===== src/rtl/alu_pkg.sv =====
`default_nettype none
// +----------------------------------------------------------------------------+
// | Module   : alu_pkg                                                         |
// | Purpose  : Shared ALU datapath constants and the nibble-serial subtractor  |
// |            FSM state encoding.                                             |
// | Contents : ALU_WIDTH  - default datapath width (16)                        |
// |            NIBBLE_W   - width of one look-ahead slice (4)                  |
// |            sub_state_t - IDLE / RUN / DONE                                 |
// | Config   : none (ALU_SUB_SATURATE_EN is consumed by the subtractor top)    |
// | Revision : 1.0 - initial release                                           |
// +----------------------------------------------------------------------------+
package alu_pkg;

   localparam int ALU_WIDTH = 16;
   localparam int NIBBLE_W  = 4;

   typedef enum logic [1:0] {
      IDLE = 2'd0,
      RUN  = 2'd1,
      DONE = 2'd2
   } sub_state_t;

endpackage : alu_pkg
`default_nettype wire


===== src/rtl/nibble_serial_subtractor_if.sv =====
`default_nettype none
// +----------------------------------------------------------------------------+
// | Module   : nibble_serial_subtractor_if                                     |
// | Purpose  : Operand and result handshake bundle of the nibble-serial        |
// |            subtractor.                                                     |
// | Signals  : in_valid/in_ready, a, b, b_in       - operand side              |
// |            out_valid/out_ready, diff, b_out,                               |
// |            zero, overflow                      - result side               |
// | Modports : master - operand producer / result consumer                     |
// |            slave  - the subtractor                                         |
// | Revision : 1.0 - initial release                                           |
// +----------------------------------------------------------------------------+
interface nibble_serial_subtractor_if
   import alu_pkg::*;
#(
   parameter int WIDTH = ALU_WIDTH
);

   logic             in_valid;
   logic             in_ready;
   logic [WIDTH-1:0] a;
   logic [WIDTH-1:0] b;
   logic             b_in;
   logic             out_valid;
   logic             out_ready;
   logic [WIDTH-1:0] diff;
   logic             b_out;
   logic             zero;
   logic             overflow;

   modport master (
      output in_valid, a, b, b_in, out_ready,
      input  in_ready, out_valid, diff, b_out, zero, overflow
   );

   modport slave (
      input  in_valid, a, b, b_in, out_ready,
      output in_ready, out_valid, diff, b_out, zero, overflow
   );

endinterface : nibble_serial_subtractor_if
`default_nettype wire


===== src/rtl/nibble_serial_subtractor_blg.sv =====
`default_nettype none
// +----------------------------------------------------------------------------+
// | Module   : borrow_look_ahead_generator                                     |
// | Purpose  : 4-bit combinational borrow look-ahead subtract slice,           |
// |            diff = a - b - borrow_in. Two-level look-ahead: every borrow    |
// |            is a flat sum of products of the slice P/G terms.               |
// | Ports    : a, b        in  4  minuend / subtrahend nibble                  |
// |            borrow_in   in  1  borrow into bit 0                            |
// |            diff        out 4  difference nibble                            |
// |            borrow_out  out 4  B1..B4 (borrow_out[3] leaves the nibble)     |
// | Revision : 1.0 - initial release                                           |
// +----------------------------------------------------------------------------+
module borrow_look_ahead_generator
   import alu_pkg::*;
(
   input  logic [NIBBLE_W-1:0] a,
   input  logic [NIBBLE_W-1:0] b,
   input  logic                borrow_in,
   output logic [NIBBLE_W-1:0] diff,
   output logic [NIBBLE_W-1:0] borrow_out
);

   // P: bit passes an incoming borrow on (a == b); G: bit creates a borrow (0 - 1)
   logic [NIBBLE_W-1:0] w_p;
   logic [NIBBLE_W-1:0] w_g;
   logic [NIBBLE_W-1:0] w_borrow_into_bit;

   assign w_p = ~(a ^ b);
   assign w_g = ~a & b;

   assign borrow_out[0] = w_g[0]
                        | (w_p[0] & borrow_in);
   assign borrow_out[1] = w_g[1]
                        | (w_p[1] & w_g[0])
                        | (w_p[1] & w_p[0] & borrow_in);
   assign borrow_out[2] = w_g[2]
                        | (w_p[2] & w_g[1])
                        | (w_p[2] & w_p[1] & w_g[0])
                        | (w_p[2] & w_p[1] & w_p[0] & borrow_in);
   assign borrow_out[3] = w_g[3]
                        | (w_p[3] & w_g[2])
                        | (w_p[3] & w_p[2] & w_g[1])
                        | (w_p[3] & w_p[2] & w_p[1] & w_g[0])
                        | (w_p[3] & w_p[2] & w_p[1] & w_p[0] & borrow_in);

   assign w_borrow_into_bit = {borrow_out[NIBBLE_W-2:0], borrow_in};
   assign diff              = a ^ b ^ w_borrow_into_bit;

endmodule : borrow_look_ahead_generator
`default_nettype wire


===== src/rtl/nibble_serial_subtractor.sv =====
`default_nettype none
// +----------------------------------------------------------------------------+
// | Module   : nibble_serial_subtractor                                        |
// | Purpose  : Multi-cycle A - B - b_in, one nibble per clock LSB first,       |
// |            through a single time-multiplexed borrow look-ahead slice.      |
// |            Produces borrow-out, zero and signed-overflow flags.            |
// | Ports    : clk    in  rising-edge clock                                    |
// |            rst_n  in  asynchronous active-low reset                        |
// |            bus    slave modport of nibble_serial_subtractor_if             |
// | Params   : WIDTH  operand width, a multiple of 4                           |
// | Config   : ALU_SUB_SATURATE_EN - when defined, an unsigned underflow       |
// |            forces diff to 0 (zero=1); b_out/overflow still reported.       |
// | Revision : 1.0 - initial release                                           |
// +----------------------------------------------------------------------------+
module nibble_serial_subtractor
   import alu_pkg::*;
#(
   parameter int WIDTH = ALU_WIDTH
)(
   input  logic                        clk,
   input  logic                        rst_n,
   nibble_serial_subtractor_if.slave   bus
);

   localparam int NIBBLES = WIDTH / NIBBLE_W;
   localparam int IDX_W   = (NIBBLES > 1) ? $clog2(NIBBLES) : 1;
   localparam logic [IDX_W-1:0] C_LAST_IDX = IDX_W'(NIBBLES - 1);

   sub_state_t          r_state;
   sub_state_t          w_state_next;

   logic [WIDTH-1:0]    r_a;
   logic [WIDTH-1:0]    r_b;
   logic [WIDTH-1:0]    r_diff;
   logic                r_borrow;
   logic [IDX_W-1:0]    r_idx;
   logic                r_out_valid;
   logic                r_b_out;
   logic                r_zero;
   logic                r_overflow;

   logic [NIBBLE_W-1:0] w_a_nib;
   logic [NIBBLE_W-1:0] w_b_nib;
   logic [NIBBLE_W-1:0] w_d_nib;
   logic [NIBBLE_W-1:0] w_borrows;
   logic                w_nib_borrow;
   logic                w_unused_inner_borrows;
   logic                w_accept;
   logic                w_last;
   logic [WIDTH-1:0]    w_diff_raw;
   logic [WIDTH-1:0]    w_diff_final;
   logic                w_ovf;

   assign w_accept = bus.in_valid & bus.in_ready;
   assign w_last   = (r_state == RUN) && (r_idx == C_LAST_IDX);

   assign w_a_nib = r_a[r_idx*NIBBLE_W +: NIBBLE_W];
   assign w_b_nib = r_b[r_idx*NIBBLE_W +: NIBBLE_W];

   borrow_look_ahead_generator u_blg (
      .a          (w_a_nib),
      .b          (w_b_nib),
      .borrow_in  (r_borrow),
      .diff       (w_d_nib),
      .borrow_out (w_borrows)
   );

   // Only the borrow leaving the nibble is carried to the next cycle
   assign w_nib_borrow           = w_borrows[NIBBLE_W-1];
   assign w_unused_inner_borrows = ^w_borrows[NIBBLE_W-2:0];

   // Diff register with the current nibble merged in
   always_comb begin
      w_diff_raw = r_diff;
      w_diff_raw[r_idx*NIBBLE_W +: NIBBLE_W] = w_d_nib;
   end

   // Overflow is judged on the unsaturated result
   assign w_ovf = (r_a[WIDTH-1] != r_b[WIDTH-1]) &&
                  (w_diff_raw[WIDTH-1] != r_a[WIDTH-1]);

`ifdef ALU_SUB_SATURATE_EN
   assign w_diff_final = w_nib_borrow ? '0 : w_diff_raw;
`else
   assign w_diff_final = w_diff_raw;
`endif

   // State register
   always_ff @(posedge clk or negedge rst_n) begin
      if (!rst_n) begin
         r_state <= IDLE;
      end else begin
         r_state <= w_state_next;
      end
   end

   // Next-state decode
   always_comb begin
      w_state_next = r_state;
      unique case (r_state)
         IDLE:    if (bus.in_valid)  w_state_next = RUN;
         RUN:     if (w_last)        w_state_next = DONE;
         DONE:    if (bus.out_ready) w_state_next = IDLE;
         default:                    w_state_next = IDLE;
      endcase
   end

   // Operand latch, nibble sequencing and result/flag registers
   always_ff @(posedge clk or negedge rst_n) begin
      if (!rst_n) begin
         r_a         <= '0;
         r_b         <= '0;
         r_diff      <= '0;
         r_borrow    <= 1'b0;
         r_idx       <= '0;
         r_out_valid <= 1'b0;
         r_b_out     <= 1'b0;
         r_zero      <= 1'b0;
         r_overflow  <= 1'b0;
      end else begin
         if (w_accept) begin
            r_a      <= bus.a;
            r_b      <= bus.b;
            r_borrow <= bus.b_in;
            r_idx    <= '0;
         end
         if (r_state == RUN) begin
            // Saturation may only be applied once the whole word is known
            r_diff   <= w_last ? w_diff_final : w_diff_raw;
            r_borrow <= w_nib_borrow;
            r_idx    <= r_idx + 1'b1;
            if (w_last) begin
               r_out_valid <= 1'b1;
               r_b_out     <= w_nib_borrow;
               r_zero      <= (w_diff_final == '0);
               r_overflow  <= w_ovf;
            end
         end
         if (r_out_valid && bus.out_ready) begin
            r_out_valid <= 1'b0;
         end
      end
   end

   assign bus.in_ready  = (r_state == IDLE);
   assign bus.out_valid = r_out_valid;
   assign bus.diff      = r_diff;
   assign bus.b_out     = r_b_out;
   assign bus.zero      = r_zero;
   assign bus.overflow  = r_overflow;

endmodule : nibble_serial_subtractor
`default_nettype wire


===== src/flat_wrapper.sv =====
// flat-port wrapper written by rule: the top's interface ports become plain ports
module nibble_serial_subtractor_flat import alu_pkg::*;
#(
   parameter int WIDTH = ALU_WIDTH
)
  (clk, rst_n, bus_in_valid, bus_a, bus_b, bus_b_in, bus_out_ready, bus_in_ready, bus_out_valid, bus_diff, bus_b_out, bus_zero, bus_overflow);
  nibble_serial_subtractor_if #(.WIDTH(WIDTH)) bus_i ();
  input  logic clk;
  input  logic rst_n;
  input wire logic [$bits(bus_i.in_valid)-1:0] bus_in_valid;
  input wire logic [$bits(bus_i.a)-1:0] bus_a;
  input wire logic [$bits(bus_i.b)-1:0] bus_b;
  input wire logic [$bits(bus_i.b_in)-1:0] bus_b_in;
  input wire logic [$bits(bus_i.out_ready)-1:0] bus_out_ready;
  output wire logic [$bits(bus_i.in_ready)-1:0] bus_in_ready;
  output wire logic [$bits(bus_i.out_valid)-1:0] bus_out_valid;
  output wire logic [$bits(bus_i.diff)-1:0] bus_diff;
  output wire logic [$bits(bus_i.b_out)-1:0] bus_b_out;
  output wire logic [$bits(bus_i.zero)-1:0] bus_zero;
  output wire logic [$bits(bus_i.overflow)-1:0] bus_overflow;
  assign bus_i.in_valid = bus_in_valid;
  assign bus_i.a = bus_a;
  assign bus_i.b = bus_b;
  assign bus_i.b_in = bus_b_in;
  assign bus_i.out_ready = bus_out_ready;
  assign bus_in_ready = bus_i.in_ready;
  assign bus_out_valid = bus_i.out_valid;
  assign bus_diff = bus_i.diff;
  assign bus_b_out = bus_i.b_out;
  assign bus_zero = bus_i.zero;
  assign bus_overflow = bus_i.overflow;
  nibble_serial_subtractor #(.WIDTH(WIDTH)) u_core (.clk(clk), .rst_n(rst_n), .bus(bus_i));
endmodule

===== config.mk =====
export PLATFORM = sky130hd
export DESIGN_NAME = nibble_serial_subtractor_flat
export DESIGN_NICKNAME = d
export VERILOG_FILES = /design/src/rtl/alu_pkg.sv /design/src/rtl/nibble_serial_subtractor_if.sv /design/src/rtl/nibble_serial_subtractor_blg.sv /design/src/rtl/nibble_serial_subtractor.sv /design/src/flat_wrapper.sv
export SDC_FILE = /design/constraint.sdc
export NUM_CORES = 1
export LEC_CHECK = 0
export ABC_CLOCK_PERIOD_IN_PS = 3080
export CAP_MARGIN = 20
export CORE_ASPECT_RATIO = 0.6
export CORE_UTILIZATION = 28
export CTS_CLUSTER_SIZE = 8
export DETAILED_ROUTE_END_ITERATION = 8
export SKIP_LAST_GASP = 1
export SYNTH_ARGS = -nofsm -noshare
export SYNTH_HDL_FRONTEND = slang
export SYNTH_SLANG_ARGS = --single-unit

===== constraint.sdc =====
create_clock -name clk -period 3.08 [get_ports clk]
set_input_delay 0.616 -clock clk [delete_from_list [all_inputs] [get_ports clk]]
set_output_delay 0.616 -clock clk [all_outputs]
set_load 0.02 [all_outputs]

==> results of run 1 <==
## power by group
part           leakage [nW]  internal [W]  switching (W)
clock network         0.128      0.000536       0.000343
logic                 0.687       0.00110        0.00126
registers             0.710       0.00108       0.000261
total                  1.53       0.00272        0.00186
## per-stage QoR
stage                     instances  area (um2)  total power [W]  setup WS [ns]
after global routing            418        3730          0.00493          0.253
after global placement          402        3470          0.00366          0.564
after detailed placement        402        3470          0.00372          0.477
after floorplan                 220        2780          0.00300          0.526
after CTS                       418        3730          0.00462          0.467
final                           418        3730          0.00458          0.485
## worst max-delay path: cells and delay by family, from the launching register on
kind	cells	cell delay, ns
compound gates	2	0.49
xor+xnor	1	0.33
fa+ha+maj	1	0.43
flops	1	0.53
mux	1	0.60
simple gates	1	0.12
## flip-flops by register name, summed over array words and instances, names as in the netlist
signal,cells
u_core.r_state,2
u_core.bus.diff,16
u_core.r_a,16
u_core.bus.overflow,1
u_core.r_b,16
u_core.bus.zero,1
u_core.bus.out_valid,1
u_core.bus.b_out,1
u_core.r_borrow,1
u_core.r_idx,2
## kinds of logic after synthesis
| logic type | share of synthesized area |
|---|---|
| buffers and inverters | 0.0284 |
| flip-flops | 0.514 |
| AND/OR/NAND/NOR | 0.112 |
| AO/OA/AOI/OAI | 0.0866 |
| adder cells (fa/ha/maj) | 0.0478 |
| multiplexers | 0.202 |
| XOR/XNOR | 0.00902 |
## cells in the mapped netlist (2+ instances only)
| cell | n | area, um2 |
|---|---|---|
| mux4_2 | 8 | 180 |
| nor4_1 | 3 | 18.8 |
| a22o_1 | 2 | 17.5 |
| nand3_1 | 2 | 10.0 |
| o21ai_0 | 18 | 90.1 |
| o41ai_1 | 2 | 17.5 |
| ha_1 | 9 | 113 |
| nand3b_1 | 4 | 30.0 |
| nand2b_1 | 5 | 31.3 |
| a21oi_1 | 3 | 15.0 |
| mux2i_1 | 2 | 20.0 |
| mux2_2 | 30 | 338 |
| nand2_1 | 23 | 86.3 |
| buf_4 | 2 | 15.0 |
| dfrtp_1 | 57 | 1430 |
| inv_1 | 6 | 22.5 |
| nor2_1 | 10 | 37.5 |
| nand4_1 | 4 | 25.0 |
| mux2_1 | 2 | 22.5 |
| o31ai_1 | 2 | 15.0 |
| buf_2 | 3 | 15.0 |
| buf_6 | 2 | 22.5 |
| nor2b_1 | 2 | 12.5 |
## metal layers
layer  GRT usage  share of wire  up-vias  wire length (um)
met3      0.0478          0.067       10               427
met4      0.0690          0.017        0               105
met1       0.212           0.54      935              3460
li1            -              -      936                 -
met2       0.167           0.37       65              2370
met5           0              0        -                 0
## layout make-up
class / instances / area (um2)
Fill cell: 936 / 5660
Inverter: 6 / 22.5
Sequential cell: 57 / 1430
Timing Repair Buffer: 60 / 588
Clock inverter: 6 / 35.0
Tap cell: 130 / 163
Clock buffer: 10 / 229
Multi-Input combinational cell: 149 / 1270
## worst min path at each step
stage	startpoint	to	slack (ns)	cells past startpoint
finish	rst_n	u_core.r_a[3]	0.26	1
global route	rst_n	u_core.r_a[3]	0.30	1
CTS	rst_n	u_core.r_a[2]	0.27	1
detailed placement	u_core.bus.out_valid	u_core.bus.out_valid	0.47	1
global placement	u_core.bus.diff[12]	u_core.bus.diff[12]	0.46	2
floorplan	rst_n	u_core.bus.b_out	0.32	0
## cells in the final DEF (no fill, tap or decap), types with 3 or more instances in the layout
master,instances
dfrtp_1,57
clkdlybuf4s50_1,56
mux2_2,30
nand2_1,23
o21ai_0,18
nor2_1,10
ha_1,9
clkbuf_16,9
mux4_2,8
inv_1,6
nand2b_1,5
nand3b_1,4
nand4_1,4
clkinv_2,4
nor4_1,3
a21oi_1,3
buf_4,3
==> run metrics, run 1 <==
EDFF count, synth=0; yosys warns=0; ANT nets after route=0; I/O pin cnt=58; H-Tree Depth=3; Hold WS=between 0.2 and 0.3 ns; buffers added on ports=between 50 and 60; cts hold-fix bufs=0; final-stage net count=330; CTS Buf Count=9; crit path launch=u_core.r_idx[0]; FF-to-FF End=u_core.bus.zero; Pwr Density=between 1000 and 1500 nW/um2; gpl congestion=0.841; largest net degree at the start of global routing=36; DR pass1 iterations=4; ant diodes=0; CP max stage delay=about 0.6 ns; clock skew=between 0.004 and 0.005 ns; Avg Cell Area, Syn=12.6 um2; Post-CTS Setup Bufs=0; vias in the first global route=between 1500 and 2000; CP endpoint kind=flop; Setup crit end=u_core.bus.zero; Gate Count Post-Synth=220; asr flop ratio synth=1.00; clk_lat worst skew=~0.33 ns; post-CTS resize count=0; first-pass GRT wire length=between 10000 and 15000 um; MaxCap Viol Count=0; RSZ-0062 raised after global routing=no; Core Rows=27; Yosys cell types=42; Die W=approximately 130 um; CTS sink cnt=57; crit-path cells=mux4_2 -> fa_1 -> xor2_2 -> nand3_1 -> o32a_1 -> o31ai_2; number of DRC markers in iteration 0=just under 80; ratio of final minimum period to clock period=0.843; CP arrival=about 2.8 ns; Setup crit start kind=flop; Chip Height=a little under 80 um; #FFs+latches synth=57; final hold violation count=0; total negative slack=0 ns; share of layout cells above drive strength 1=0.219; Leak=around 1.5 nW; critical path class=flop to flop; Layout Area Growth over Synthesis=34.5%; worst IR drop on VDD=roughly 660 uV; Net Count, Synth=267; Clock Pin Slew Worst Setup and Hold Paths=roughly 0.050 ns; Initial Util=0.295; number of remaining DRC errors=0; residual overflow from global routing=0; wire per inst=approximately 15 um; worst-margin pin slew=approximately 0.63 ns; cell area after synthesis=between 2000 and 3000 um2; critical path fanouts, max=6; Finished Core Util=0.398; status=completed; gr usage total=0.139; post-route minimum period=about 2.6 ns; R2R cell count=6; CTS tree=done; initial antenna violation count=0; R2R setup slack=~0.48 ns; DIE AREA=just over 10000 um2; average vias per placed instance=4.66; Max Fclk=385 MHz; worst path required time=around 3.3 ns; Slew HR=0.576; Final Max Tran Viols=0; post-synthesis sequential area ratio=0.514; Main synth FF type=dfrtp_1; WL final=6360 um; DPL Wire Length=4730 um; final setup fails=0; HP Class=primary input to asynchronous set/reset pin; Clock Path Buffers=2; critical path's slowest cell=mux4_2; root buffer cell=clkbuf_16; reg2reg start=u_core.r_idx[0]; Core Footprint=around 9400 um2; total number of vias=1946
(Power assumes the default switching activity.)
==> run 2: changes to the inputs <==
- ABC_CLOCK_PERIOD_IN_PS: 3080 -> 2350
- clock period: 3.08 -> 2.35 ns (I/O delays scaled with it)
==> run 2 against run 1 <==
  * Clock power rose by 44%
  * Register-to-register slack got worse by 0.44 ns
  * Critical path depth unchanged
  * Core utilization rose by 2.3 points
  * Largest power group unchanged
  * Highest routed layer unchanged
==> run metrics, run 2 (synthesis gave the netlist of run 1 again) <==
CP endpoint kind=flop; Pwr Density=1780 nW/um2 (+45%); largest net degree at the start of global routing=39 (+8.3%); worst-margin pin slew=0.661 ns (+0.0268 ns); I/O pin cnt=58 (unchanged); critical path's slowest cell=fa_2; H-Tree Depth=3 (unchanged); worst path required time=2.59 ns (-0.73 ns); worst IR drop on VDD=791 uV (+19%); Final Max Tran Viols=0 (unchanged); DP Cell Count=412 (+2.5%); final hold violation count=0 (unchanged); Setup crit start kind=flop; ratio of final minimum period to clock period=0.982 (+0.139); vias in the first global route=2075 (+7.8%); status=completed; critical path class=flop to flop; post-route cell area=3950 um2 (+5.7%); Finished Core Util=0.420 (+0.0226); CP max stage delay=0.62 ns (+0.02 ns); gpl congestion=0.871 (+3.5%); Die W=131 um (unchanged); Clock Path Buffers=2 (unchanged); most frequent cells in the layout=57 x dfrtp_1, 56 x clkdlybuf4s50_1, 30 x mux2_2; CTS sink cnt=57 (unchanged); share of layout cells above drive strength 1=0.273 (+0.0546); FF-to-FF End=u_core.bus.zero; first-pass GRT wire length=11000 um (+6.4%); Slew HR=0.559 (-0.0175); CTS tree=done; cts hold-fix bufs=0 (unchanged); met3 wire length=431 um (+0.94%); Core Footprint=9390 um2 (unchanged); Layout Area Growth over Synthesis=42.2%; MaxCap Viol Count=0 (unchanged); DR pass1 iterations=4 (unchanged); Met2 Routed Length=2580 um (+9.0%); CP top delay family=adder cells; CTS Buf Count=9 (unchanged); Max Fclk=434 MHz (+13%); initial antenna violation count=0 (unchanged); commonest non-fill, non-tap cell in the layout=dfrtp_1; DIE AREA=10300 um2 (unchanged); Leak=1.61 nW (+5.4%); crit-path cells=buf_4 -> mux4_2 -> fa_2 -> nand3_1 -> o32a_1 -> o31ai_2; average vias per placed instance=4.61 (-1.0%); DPL Wire Length=4960 um (+4.8%); wire per inst=15.3 um (+0.28%); Post-Layout Cell Count=430 (+2.9%); final-stage net count=342 (+3.6%); critical path fanouts, max=3 (-3); clk_lat worst skew=0.33 ns (about the same); Clock Pin Slew Worst Setup and Hold Paths=0.05 ns (about the same); RSZ-0062 raised after global routing=yes; WP buf/inv=1 (+1); total negative slack=0 ns (unchanged); Core Rows=27 (unchanged); uppermost routed layer=met4; Initial Util=0.295 (unchanged); number of DRC markers in iteration 0=65 (-18%); reg2reg start=u_core.r_idx[0]; total number of vias=1981 (+1.8%); buffers added on ports=57 (unchanged); root buffer cell=clkbuf_16; CP arrival=2.54 ns (-0.30 ns); clock skew=0.00475 ns (-0.0000488 ns); residual overflow from global routing=0 (unchanged); R2R setup slack=0.04 ns (-0.44 ns); Hold WS=0.0982 ns (-0.157 ns); Post-DP Area=3600 um2 (+3.6%); Chip Height=79.1 um (unchanged); ant diodes=0 (unchanged); number of remaining DRC errors=0 (unchanged); ANT nets after route=0 (unchanged); gr usage total=0.146 (+0.00657); M1 WL=3450 um (-0.32%); R2R cell count=6 (unchanged); WL final=6560 um (+3.2%); final setup fails=0 (unchanged); post-route minimum period=2.31 ns (-0.289 ns); HP Class=primary input to asynchronous set/reset pin
## run 2: cell count changes in the layout (fill, tap and decap cells not counted), sizes merged
cell and change:
clkinvlp -2, clkbuf +3, bufinv +1, clkinv -2
buf +12
## run 2: power breakdown
part           leakage (nW)  switching, W  total, W  internal, W
combinational         0.755       0.00195   0.00402      0.00207
clock                 0.144      0.000426   0.00127     0.000845
sequential            0.710      0.000324   0.00174      0.00141
## run 2: per-stage QoR
| stage | power [W] | setup WS (ns) |
|---|---|---|
| floorplan | 0.00412 | 0.0263 |
| detailed placement | 0.00542 | -0.00433 |
| global route | 0.00753 | -0.0210 |
| CTS | 0.00672 | 0.00265 |
| finish | 0.00703 | 0.0434 |
| global placement | 0.00532 | 0.0581 |
## run 2: routing by layer
metal / global-route usage / vias to the layer above
li1: - / 961
met2: 0.193 / 58
met5: 0 / -
met4: 0.0517 / 0
met3: 0.0526 / 13
met1: 0.213 / 949
## run 2: timing repair
action,CTS,global route
setup endpoints to repair,0,12
gates resized for setup,0,11
buffers inserted,0,2
## run 2: area by class of cell
class | instances | area (um2)
fillers | 906 | 5450
flip-flops and latches | 57 | 1430
multi-input cells | 149 | 1340
repair buffers | 72 | 703
clock buffers | 13 | 250
well taps | 130 | 163
clock inverters | 3 | 40.0
inverters | 6 | 22.5
## run 2: worst max-delay path by stage
stage                    start                   to  cells after the start
6_report       u_core.r_idx[0]      u_core.bus.zero                      6
5_1_grt        u_core.r_idx[0]      u_core.bus.zero                      8
4_1_cts        u_core.r_idx[0]      u_core.bus.zero                      8
3_5_place_dp   u_core.r_idx[0]  u_core.bus.diff[11]                      7
3_3_place_gp   u_core.r_idx[0]      u_core.bus.zero                      8
2_1_floorplan  u_core.r_idx[0]      u_core.bus.zero                      8
